$ cat src/rtl/pc_seq_unit_if.sv
// Control and status bundle of the program-counter sequencer.
// The master side drives control inputs; the slave side (the sequencer) drives status.
interface pc_seq_unit_if #(
    parameter int D         = 10,
    parameter int RAS_DEPTH = 4
);
    localparam int CW = $clog2(RAS_DEPTH + 1);

    logic          stall;
    logic          halt_req;
    logic          branch_en;
    logic          branch_abs;
    logic [D-1:0]  target;
    logic [D-1:0]  absaddress;
    logic          call_en;
    logic          ret_en;
    logic [D-1:0]  prog_ctr;
    logic          halted;
    logic [CW-1:0] ras_count;
    logic          ras_overflow;
    logic          ras_underflow;

    modport master (
        output stall, halt_req, branch_en, branch_abs, target, absaddress, call_en, ret_en,
        input  prog_ctr, halted, ras_count, ras_overflow, ras_underflow
    );

    modport slave (
        input  stall, halt_req, branch_en, branch_abs, target, absaddress, call_en, ret_en,
        output prog_ctr, halted, ras_count, ras_overflow, ras_underflow
    );
endinterface

$ cat src/rtl/pc_seq_unit.sv
// Program-counter sequencer: increment, relative/absolute branch, call/return via a
// circular return-address stack, stall, and an absorbing HALT state.
module pc_seq_unit #(
    parameter int             D          = 10,
    parameter int             RAS_DEPTH  = 4,
    parameter logic [D-1:0]   RESET_ADDR = '0
) (
    input  logic         clk,
    input  logic         reset,
    pc_seq_unit_if.slave bus
);
    localparam int CW = $clog2(RAS_DEPTH + 1);
    localparam int PW = $clog2(RAS_DEPTH);

    typedef enum logic {S_RUN, S_HALT} state_t;

    state_t        r_state;
    state_t        w_state_next;
    logic [D-1:0]  r_pc;
    logic [D-1:0]  r_ras [RAS_DEPTH];
    logic [PW-1:0] r_top;
    logic [CW-1:0] r_count;
    logic          r_ovf;
    logic          r_unf;

    logic          w_run;
    logic [D-1:0]  w_pc_inc;
    logic [D-1:0]  w_pc_next;
    logic [PW-1:0] w_top_inc;
    logic          w_push;
    logic          w_pop;
    logic          w_unf_set;

    // NOTE: sequential state uses non-blocking assignments so every register samples
    // pre-edge values; blocking assignments here would create order-dependent races.
    always_ff @(posedge clk) begin
        if (reset) r_state <= S_RUN;
        else       r_state <= w_state_next;
    end

    always_comb begin
        w_state_next = r_state;
        if (r_state == S_RUN && bus.halt_req) w_state_next = S_HALT;
    end

    always_comb begin
        bus.halted = (r_state == S_HALT);
    end

    assign w_run     = (r_state == S_RUN) && !bus.halt_req && !bus.stall;
    assign w_pc_inc  = r_pc + 1'b1;
    assign w_top_inc = r_top + 1'b1;

    // NOTE: every signal assigned below gets a default first so no path leaves it
    // unassigned, which would otherwise infer a latch.
    always_comb begin
        w_pc_next = r_pc;
        w_push    = 1'b0;
        w_pop     = 1'b0;
        w_unf_set = 1'b0;
        if (w_run) begin
            if (bus.ret_en) begin
                if (r_count != '0) begin
                    w_pc_next = r_ras[r_top];
                    w_pop     = 1'b1;
                end else begin
                    w_pc_next = w_pc_inc;
                    w_unf_set = 1'b1;
                end
            end else if (bus.call_en) begin
                w_pc_next = bus.absaddress;
                w_push    = 1'b1;
            end else if (bus.branch_en) begin
                // Same-width add wraps modulo 2^D, matching a sign-extended offset.
                w_pc_next = bus.branch_abs ? bus.absaddress : r_pc + bus.target;
            end else begin
                w_pc_next = w_pc_inc;
            end
        end
    end

    always_ff @(posedge clk) begin
        if (reset) begin
            r_pc    <= RESET_ADDR;
            r_top   <= '0;
            r_count <= '0;
            r_ovf   <= 1'b0;
            r_unf   <= 1'b0;
        end else begin
            r_pc <= w_pc_next;
            if (w_push) begin
                r_top <= w_top_inc;
                if (r_count != CW'(RAS_DEPTH)) r_count <= r_count + 1'b1;
                else                           r_ovf   <= 1'b1;
            end
            if (w_pop) begin
                r_top   <= r_top - 1'b1;
                r_count <= r_count - 1'b1;
            end
            if (w_unf_set) r_unf <= 1'b1;
        end
    end

    // NOTE: stack storage is deliberately not reset; r_count marks which entries are
    // valid, so resetting the array would only add reset fan-out.
    always_ff @(posedge clk) begin
        if (w_push) r_ras[w_top_inc] <= w_pc_inc;
    end

    assign bus.prog_ctr      = r_pc;
    assign bus.ras_count     = r_count;
    assign bus.ras_overflow  = r_ovf;
    assign bus.ras_underflow = r_unf;
endmodule

$ cat src/flat_wrapper.sv
// flat-port wrapper written by rule: the top's interface ports become plain ports
module pc_seq_unit_flat 
#(
    parameter int             D          = 10,
    parameter int             RAS_DEPTH  = 4,
    parameter logic [D-1:0]   RESET_ADDR = '0
)
  (clk, reset, bus_stall, bus_halt_req, bus_branch_en, bus_branch_abs, bus_target, bus_absaddress, bus_call_en, bus_ret_en, bus_prog_ctr, bus_halted, bus_ras_count, bus_ras_overflow, bus_ras_underflow);
  pc_seq_unit_if #(.D(D), .RAS_DEPTH(RAS_DEPTH)) bus_i ();
  input  logic clk;
  input  logic reset;
  input wire logic [$bits(bus_i.stall)-1:0] bus_stall;
  input wire logic [$bits(bus_i.halt_req)-1:0] bus_halt_req;
  input wire logic [$bits(bus_i.branch_en)-1:0] bus_branch_en;
  input wire logic [$bits(bus_i.branch_abs)-1:0] bus_branch_abs;
  input wire logic [$bits(bus_i.target)-1:0] bus_target;
  input wire logic [$bits(bus_i.absaddress)-1:0] bus_absaddress;
  input wire logic [$bits(bus_i.call_en)-1:0] bus_call_en;
  input wire logic [$bits(bus_i.ret_en)-1:0] bus_ret_en;
  output wire logic [$bits(bus_i.prog_ctr)-1:0] bus_prog_ctr;
  output wire logic [$bits(bus_i.halted)-1:0] bus_halted;
  output wire logic [$bits(bus_i.ras_count)-1:0] bus_ras_count;
  output wire logic [$bits(bus_i.ras_overflow)-1:0] bus_ras_overflow;
  output wire logic [$bits(bus_i.ras_underflow)-1:0] bus_ras_underflow;
  assign bus_i.stall = bus_stall;
  assign bus_i.halt_req = bus_halt_req;
  assign bus_i.branch_en = bus_branch_en;
  assign bus_i.branch_abs = bus_branch_abs;
  assign bus_i.target = bus_target;
  assign bus_i.absaddress = bus_absaddress;
  assign bus_i.call_en = bus_call_en;
  assign bus_i.ret_en = bus_ret_en;
  assign bus_prog_ctr = bus_i.prog_ctr;
  assign bus_halted = bus_i.halted;
  assign bus_ras_count = bus_i.ras_count;
  assign bus_ras_overflow = bus_i.ras_overflow;
  assign bus_ras_underflow = bus_i.ras_underflow;
  pc_seq_unit #(.D(D), .RAS_DEPTH(RAS_DEPTH), .RESET_ADDR(RESET_ADDR)) u_core (.clk(clk), .reset(reset), .bus(bus_i));
endmodule
$ cat config.mk
export PLATFORM = sky130hd
export DESIGN_NAME = pc_seq_unit_flat
export DESIGN_NICKNAME = d
export VERILOG_FILES = /design/src/rtl/pc_seq_unit_if.sv /design/src/rtl/pc_seq_unit.sv /design/src/flat_wrapper.sv
export SDC_FILE = /design/constraint.sdc
export NUM_CORES = 1
export LEC_CHECK = 0
export CORE_MARGIN = 4
export CORE_UTILIZATION = 59
export DETAILED_ROUTE_END_ITERATION = 8
export HOLD_SLACK_MARGIN = 0.02
export PLACE_DENSITY_LB_ADDON = 0.15
export SLEW_MARGIN = 20
export SYNTH_ARGS = -nofsm -noshare
export SYNTH_HDL_FRONTEND = slang
export SYNTH_SLANG_ARGS = --single-unit
$ cat constraint.sdc
create_clock -name clk -period 5.3 [get_ports clk]
set_input_delay 0.795 -clock clk [delete_from_list [all_inputs] [get_ports clk]]
set_output_delay 0.795 -clock clk [all_outputs]
set_load 0.005 [all_outputs]
* After elaboration in Yosys (flattened, before gate mapping) *
Memory sizes are Yosys's and may differ from the RTL's. A register that Yosys moved wholly into a read port is not among the register bits.
Index checks and enable logic that the tools add are counted.

storage, ports and cells
  output and inout bits = 16
  word-level logic and storage cells = 49
  bits in writable memories = 40
  memories = 1
  register bits = 18

operators by class
  multiplexer cells = 23
  equal/unequal tests = 1
  bitwise operators = 2
  reduce and logical (&&, ||, !) cells = 10
  add/sub/neg operators = 6

memory list
  memory        depth  width  read ports  clocked after Yosys merged registers in  write ports  line               RTL
  u_core.r_ras  4      10     1           1                                        1            pc_seq_unit.sv:20  logic [D-1:0] r_ras [RAS_DEPTH];

operators with widths
  operator                                          number
  2-to-1 mux 10 bit                                 5
  2-to-1 mux 1 bit                                  11
  adder 10 x 1 -> 10 bit, second input constant     1
  adder 10 bit                                      1
  2-to-1 mux 3 bit                                  3
  2-to-1 mux 2 bit                                  4
  AND reduction 2 bit                               2
  nonzero test 2 bit                                2
  adder 3 x 1 -> 3 bit, second input constant       1
  logical AND 1 bit                                 3
  != test 3 bit, second input constant              1
  nonzero test 3 bit                                1
  subtractor 3 x 1 -> 3 bit, second input constant  1
  adder 2 x 1 -> 2 bit, second input constant       1
  zero test 1 bit                                   2
  NOT 1 bit                                         2
  subtractor 2 x 1 -> 2 bit, second input constant  1

* Logic depth before layout (Yosys ltp) *
  depth in word-level cells = 8
  mapped depth = 11
  gate-level depth less buffers = 8

* Least setup slack after synthesis *
Ideal clock, no wire load.

  path type = input port to flip-flop
  from = in bus_ret_en
  to = reg u_core.r_count[2] (netlist: u_core.bus.ras_count[2])
  stages on the path = 11
  setup time = 0.128 ns
  slack = 2.831 ns
  arrival = 2.341 ns
  data required time = 5.172 ns
  cells stage by stage = buf_2 -> o31a_1 -> buf_6 -> and2_1 -> buf_2 -> inv_1 -> fa_1 -> xnor2_1 -> nand2_1 -> xor2_1 -> nor2_1

on the way
  word-level cells in the longest chain between the ends = 4

ends and longest elaborated chain
  what                           line                RTL
  start: declaration             flat_wrapper.sv:19  input wire logic [$bits(bus_i.ret_en)-1:0] bus_ret_en;
  2-to-1 mux 1 bit               pc_seq_unit.sv:62   if (bus.ret_en) begin
  2-to-1 mux 1 bit               pc_seq_unit.sv:61   if (w_run) begin
  nonzero test 2 bit (no line)   -
  AND reduction 2 bit (no line)  -
  end signal: assignment         pc_seq_unit.sv:93   if (r_count != CW'(RAS_DEPTH)) r_count <= r_count + 1'b1;
  end signal: assignment         pc_seq_unit.sv:98   r_count <= r_count - 1'b1;
  end: declaration               pc_seq_unit.sv:22   logic [CW-1:0] r_count;

Parallel ways exist; a longest one is shown, timed or not.
A chain may end at the register's enable or synchronous reset.

* Worst setup path in the final report *
  from = in bus_halt_req
  to = mem u_core.r_ras[0][6] (enable)

on the way
  word-level cells in the longest chain between the ends = 6

ends and longest elaborated chain
  what                                    line                RTL
  start: declaration                      flat_wrapper.sv:13  input wire logic [$bits(bus_i.halt_req)-1:0] bus_halt_req;
  zero test 1 bit                         pc_seq_unit.sv:50   assign w_run = (r_state == S_RUN) && !bus.halt_req && !bus.stall;
  logical AND 1 bit (2 in a row)          pc_seq_unit.sv:50
  2-to-1 mux 1 bit                        pc_seq_unit.sv:61
  2-to-1 mux 1 bit                        pc_seq_unit.sv:107  if (w_push) r_ras[w_top_inc] <= w_pc_inc;
  2-to-1 mux 1 bit (not written as such)  pc_seq_unit.sv:107
  end: declaration                        pc_seq_unit.sv:20

Every way passes these cells.

==> metrics.txt <==
# TYPE chip_impl_metric gauge
chip_impl_metric{name="initial_antenna_violation_count",unit=""} 0
chip_impl_metric{name="vdd.ir_drop.worst",unit="mV"} 0.205
chip_impl_metric{name="slew-limit-headroom",unit="%"} 45.1
chip_impl_info{name="worstHoldStart",value="u_core.bus.ras_overflow"} 1
chip_impl_info{name="worstSetupEndpointType",value="flop"} 1
chip_impl_metric{name="latest_clock_arrival_within_the_worst_skew_pair",unit="ps"} 340
chip_impl_metric{name="worstMarginPinSlew",unit="ps"} 820
chip_impl_metric{name="postLayoutSetupSlackWorst",unit="ps"} 2260
chip_impl_metric{name="postPlaceCellArea",unit="µm²"} 3790
chip_impl_metric{name="dp_slack",unit="ps"} 1960
chip_impl_metric{name="fp.dieArea",unit="µm²"} 6920
chip_impl_metric{name="clk_pin_slew_worst_setup_hold_paths",unit="ps"} 70
chip_impl_info{name="crit_path_start_kind",value="input pin"} 1
chip_impl_metric{name="core-area",unit="µm²"} 5510
chip_impl_metric{name="synth.yosys.warnings",unit=""} 0
chip_impl_metric{name="largest_net_degree_at_the_start_of_global_routing",unit=""} 24
chip_impl_metric{name="initial_utilization",unit="%"} 60.6
chip_impl_info{name="postSynth.topFlopCell",value="edfxtp_1"} 1
chip_impl_info{name="rsz_0062_raised_after_global_routing",value="no"} 1
chip_impl_metric{name="fmax",unit="MHz"} 329
chip_impl_metric{name="port-buffer-count",unit=""} 43
chip_impl_metric{name="finClkSkew",unit="ps"} 8.96
chip_impl_metric{name="post_drt_wl_per_cell",unit="µm"} 19.7
chip_impl_metric{name="grt-ovfl-total",unit=""} 0
chip_impl_metric{name="cts_setup_buffers",unit=""} 0
chip_impl_metric{name="number_of_max_cap_violations",unit=""} 0
chip_impl_metric{name="layout_min_cycle_time",unit="ps"} 3040
chip_impl_metric{name="area.growth.synth_to_final",unit="%"} 19.5
chip_impl_metric{name="grt_pass1_vias",unit=""} 2604
chip_impl_metric{name="tritoncts.num_buffers",unit=""} 9
chip_impl_metric{name="hold_buf_cts",unit=""} 0
chip_impl_metric{name="clock_tree.htree_level_count",unit=""} 3
chip_impl_metric{name="cpPeakStageDelay",unit="ps"} 600
chip_impl_info{name="min_delay_worst_endpoint",value="u_core.bus.ras_overflow"} 1
chip_impl_metric{name="reg2regPathDepth",unit=""} 3
chip_impl_metric{name="report.final.slew_viol_count",unit=""} 0
chip_impl_metric{name="groute.usage.overall",unit="%"} 24.8
chip_impl_metric{name="postSynthAreaPerCell",unit="µm²"} 11.2
chip_impl_info{name="cts_tree",value="yes"} 1
chip_impl_info{name="startpoint",value="bus_halt_req"} 1
chip_impl_metric{name="worst-r2r-setup-slack",unit="ps"} 2860
chip_impl_metric{name="edff_count_synth",unit=""} 40
chip_impl_metric{name="detailedRoute.firstPassIterationCount",unit=""} 5
chip_impl_info{name="slowest_stage",value="or3_1"} 1
chip_impl_metric{name="first_iter_violations",unit=""} 328
chip_impl_metric{name="hold_depth",unit=""} 2
chip_impl_metric{name="yosysUniqueCellTypes",unit=""} 56
chip_impl_metric{name="cts-resized-gates",unit=""} 0
chip_impl_metric{name="totalNegativeSetupSlack",unit="ps"} 0
chip_impl_metric{name="std_cell_rows",unit=""} 27
chip_impl_metric{name="powerDensity",unit="nW/µm²"} 268
chip_impl_metric{name="required",unit="ps"} 5270
chip_impl_metric{name="die_width",unit="µm"} 83.2
chip_impl_metric{name="clock_path_buffers",unit=""} 2
chip_impl_metric{name="dieHeight",unit="µm"} 83.2
chip_impl_metric{name="post-route-period-util",unit="%"} 57.4
chip_impl_metric{name="layout.filler_cells",unit=""} 404
chip_impl_metric{name="drt_wl_total",unit="µm"} 8150
chip_impl_info{name="worst_min_delay_path_class",value="flop to flop"} 1
chip_impl_metric{name="synthCells",unit=""} 297
chip_impl_metric{name="design.final.nets",unit=""} 381
chip_impl_metric{name="critical_path_arrival",unit="ps"} 3010
chip_impl_metric{name="final-hold-violation-count",unit=""} 0
chip_impl_metric{name="number_of_antenna_violating_nets_in_the_routed_design",unit=""} 0
chip_impl_metric{name="proportion_of_layout_cells_with_a_drive_suffix_above_1",unit="%"} 9.65
chip_impl_info{name="r2r_end",value="u_core.r_ras[0][6]"} 1
chip_impl_info{name="reg_to_reg_critical_path_startpoint",value="u_core.bus.halted"} 1
chip_impl_metric{name="post-route-cell-area",unit="µm²"} 3990
chip_impl_metric{name="route.detailed.vias_per_inst",unit=""} 6.43
chip_impl_metric{name="synth.cell_area",unit="µm²"} 3340
chip_impl_metric{name="yosys_register_bits",unit=""} 60
chip_impl_metric{name="grt_first_pass_wirelength",unit="µm"} 13500
chip_impl_metric{name="power.leakage",unit="nW"} 1.42
chip_impl_metric{name="number_of_setup_violations_in_the_final_report",unit=""} 0
chip_impl_info{name="status",value="finished, final reports clean"} 1
chip_impl_info{name="cts.root.buffer_cell",value="clkbuf_8"} 1
chip_impl_info{name="crit_path_cell_trace",value="clkdlybuf4s50_1 -> or3_1 -> nor2_1 -> and3_1"} 1
chip_impl_metric{name="route.vias.total",unit=""} 2664
chip_impl_metric{name="drc_errors",unit=""} 0
chip_impl_metric{name="antennaDiodeCount",unit=""} 0
chip_impl_info{name="crit_type",value="input pin to flop"} 1
chip_impl_metric{name="synth_seq_area_share",unit="%"} 48.0
chip_impl_metric{name="dp_hpwl",unit="µm"} 5710
chip_impl_metric{name="i_o_pin_count",unit=""} 44
chip_impl_metric{name="synthArstFlopShare",unit="%"} 0
chip_impl_metric{name="worst-path-max-fanout",unit=""} 12
chip_impl_metric{name="mappedNetlistNets",unit=""} 341
chip_impl_metric{name="clk_sinks",unit=""} 60
chip_impl_metric{name="place.gp.congestion",unit=""} 0.903
[Yosys cell counts, types with 3 or more instances]
| master | count | share of area [%] |
|---|---|---|
| o21ai_0 | 14 | 2.1 |
| a31oi_1 | 4 | 0.75 |
| nor2b_1 | 4 | 0.75 |
| a211oi_1 | 9 | 2.0 |
| xor2_1 | 7 | 1.8 |
| nor3_1 | 8 | 1.2 |
| buf_2 | 6 | 0.90 |
| mux4_2 | 10 | 6.7 |
| clkbuf_1 | 6 | 0.67 |
| xnor2_1 | 10 | 2.6 |
| ha_1 | 14 | 5.2 |
| nor2_1 | 28 | 3.1 |
| a21oi_1 | 14 | 2.1 |
| nand2_1 | 17 | 1.9 |
| a22oi_1 | 4 | 0.90 |
| nand3_1 | 5 | 0.75 |
| and3_1 | 7 | 1.3 |
| a221oi_1 | 5 | 1.3 |
| inv_1 | 12 | 1.3 |
| o211ai_1 | 3 | 0.67 |
| nand2b_1 | 3 | 0.56 |
| a21o_1 | 4 | 0.90 |
| dfxtp_1 | 20 | 12 |
| o221ai_1 | 3 | 0.79 |
| edfxtp_1 | 40 | 36 |
[where the power goes]
| part | switching (W) | internal [W] | leakage [nW] | total (W) |
|---|---|---|---|---|
| registers | 0.0000154 | 0.000507 | 0.532 | 0.000522 |
| clock network | 0.000181 | 0.000217 | 0.0962 | 0.000398 |
| logic | 0.0000763 | 0.0000698 | 0.794 | 0.000146 |
| total | 0.000273 | 0.000793 | 1.42 | 0.00107 |
[layout by cell type (no fill, tap or decap), types with 9 or more instances in the layout]
cell type / Yosys / final
dfxtp_1: 20 / 20
a211oi_1: 9 / 9
nand2_1: 17 / 17
ha_1: 14 / 14
clkdlybuf4s50_1: 0 / 43
o21ai_0: 14 / 14
edfxtp_1: 40 / 40
inv_1: 12 / 12
mux4_2: 10 / 10
clkbuf_8: 0 / 9
nor2_1: 28 / 28
xnor2_1: 10 / 10
a21oi_1: 14 / 14
[worst max-delay path: cells and delay by family]
family / cells / cell delay [ps]
simple gates: 3 / 1770
buf+inv: 1 / 430
[kinds of logic (layout without fill, tap and decap cells)]
kind of cell,after synthesis,after routing,synth area share [%]
simple gates,85,85,12.9
compound gates,80,80,17.3
flops,60,60,48.0
buf+inv,27,72,3.49
xor+xnor,17,17,4.46
fa+ha+maj,16,16,6.45
mux,12,12,7.35
[worst max path at each step]
stage                                         end  slack (ps)
after global routing      u_core.bus.ras_count[2]        2100
after detailed placement       u_core.r_ras[2][3]        1960
after CTS                      u_core.r_ras[0][6]        2310
after floorplan           u_core.bus.ras_count[2]        2830
after global placement         u_core.r_ras[0][4]        1990
final                          u_core.r_ras[0][6]        2260
[area by class of cell]
cell class / instances / area [µm²] / area share, %
flip-flops and latches: 60 / 1600 / 40.2
clock inverters: 6 / 65.1 / 1.63
repair buffers: 44 / 438 / 11.0
multi-input cells: 210 / 1620 / 40.6
inverters: 12 / 45.0 / 1.13
clock buffers: 10 / 128 / 3.20
well taps: 72 / 90.1 / 2.26
[metal layers]
metal  up-vias  GRT usage (%)  wire length, µm
li1       1222              -                -
met1      1267           34.0             3380
met2       150           37.5             3750
met3        25           6.55              781
met4         0           10.1              235
met5         -              0                0
[per-stage QoR]
| step | hold WS [ps] | utilization, % | total power [W] | cells |
|---|---|---|---|---|
| after floorplan | 460 | - | 0.000616 | 297 |
| after global placement | 455 | 68.9 | 0.000673 | 398 |
| after detailed placement | 473 | 68.9 | 0.000674 | 398 |
| after CTS | 494 | 72.4 | 0.00107 | 414 |
| after global routing | 547 | 72.4 | 0.00111 | 414 |
| final | 487 | 72.4 | 0.00107 | 414 |
[sequential cells by signal, summed over array words and instances, names as in the netlist, named ones only]
register / cells
u_core.bus.ras_count: 3
u_core.bus.ras_overflow: 1
u_core.r_ras: 40
u_core.r_top: 2
u_core.bus.ras_underflow: 1
u_core.bus.halted: 1
u_core.bus.prog_ctr: 10
No activity file was read; power rests on OpenSTA's default activity.
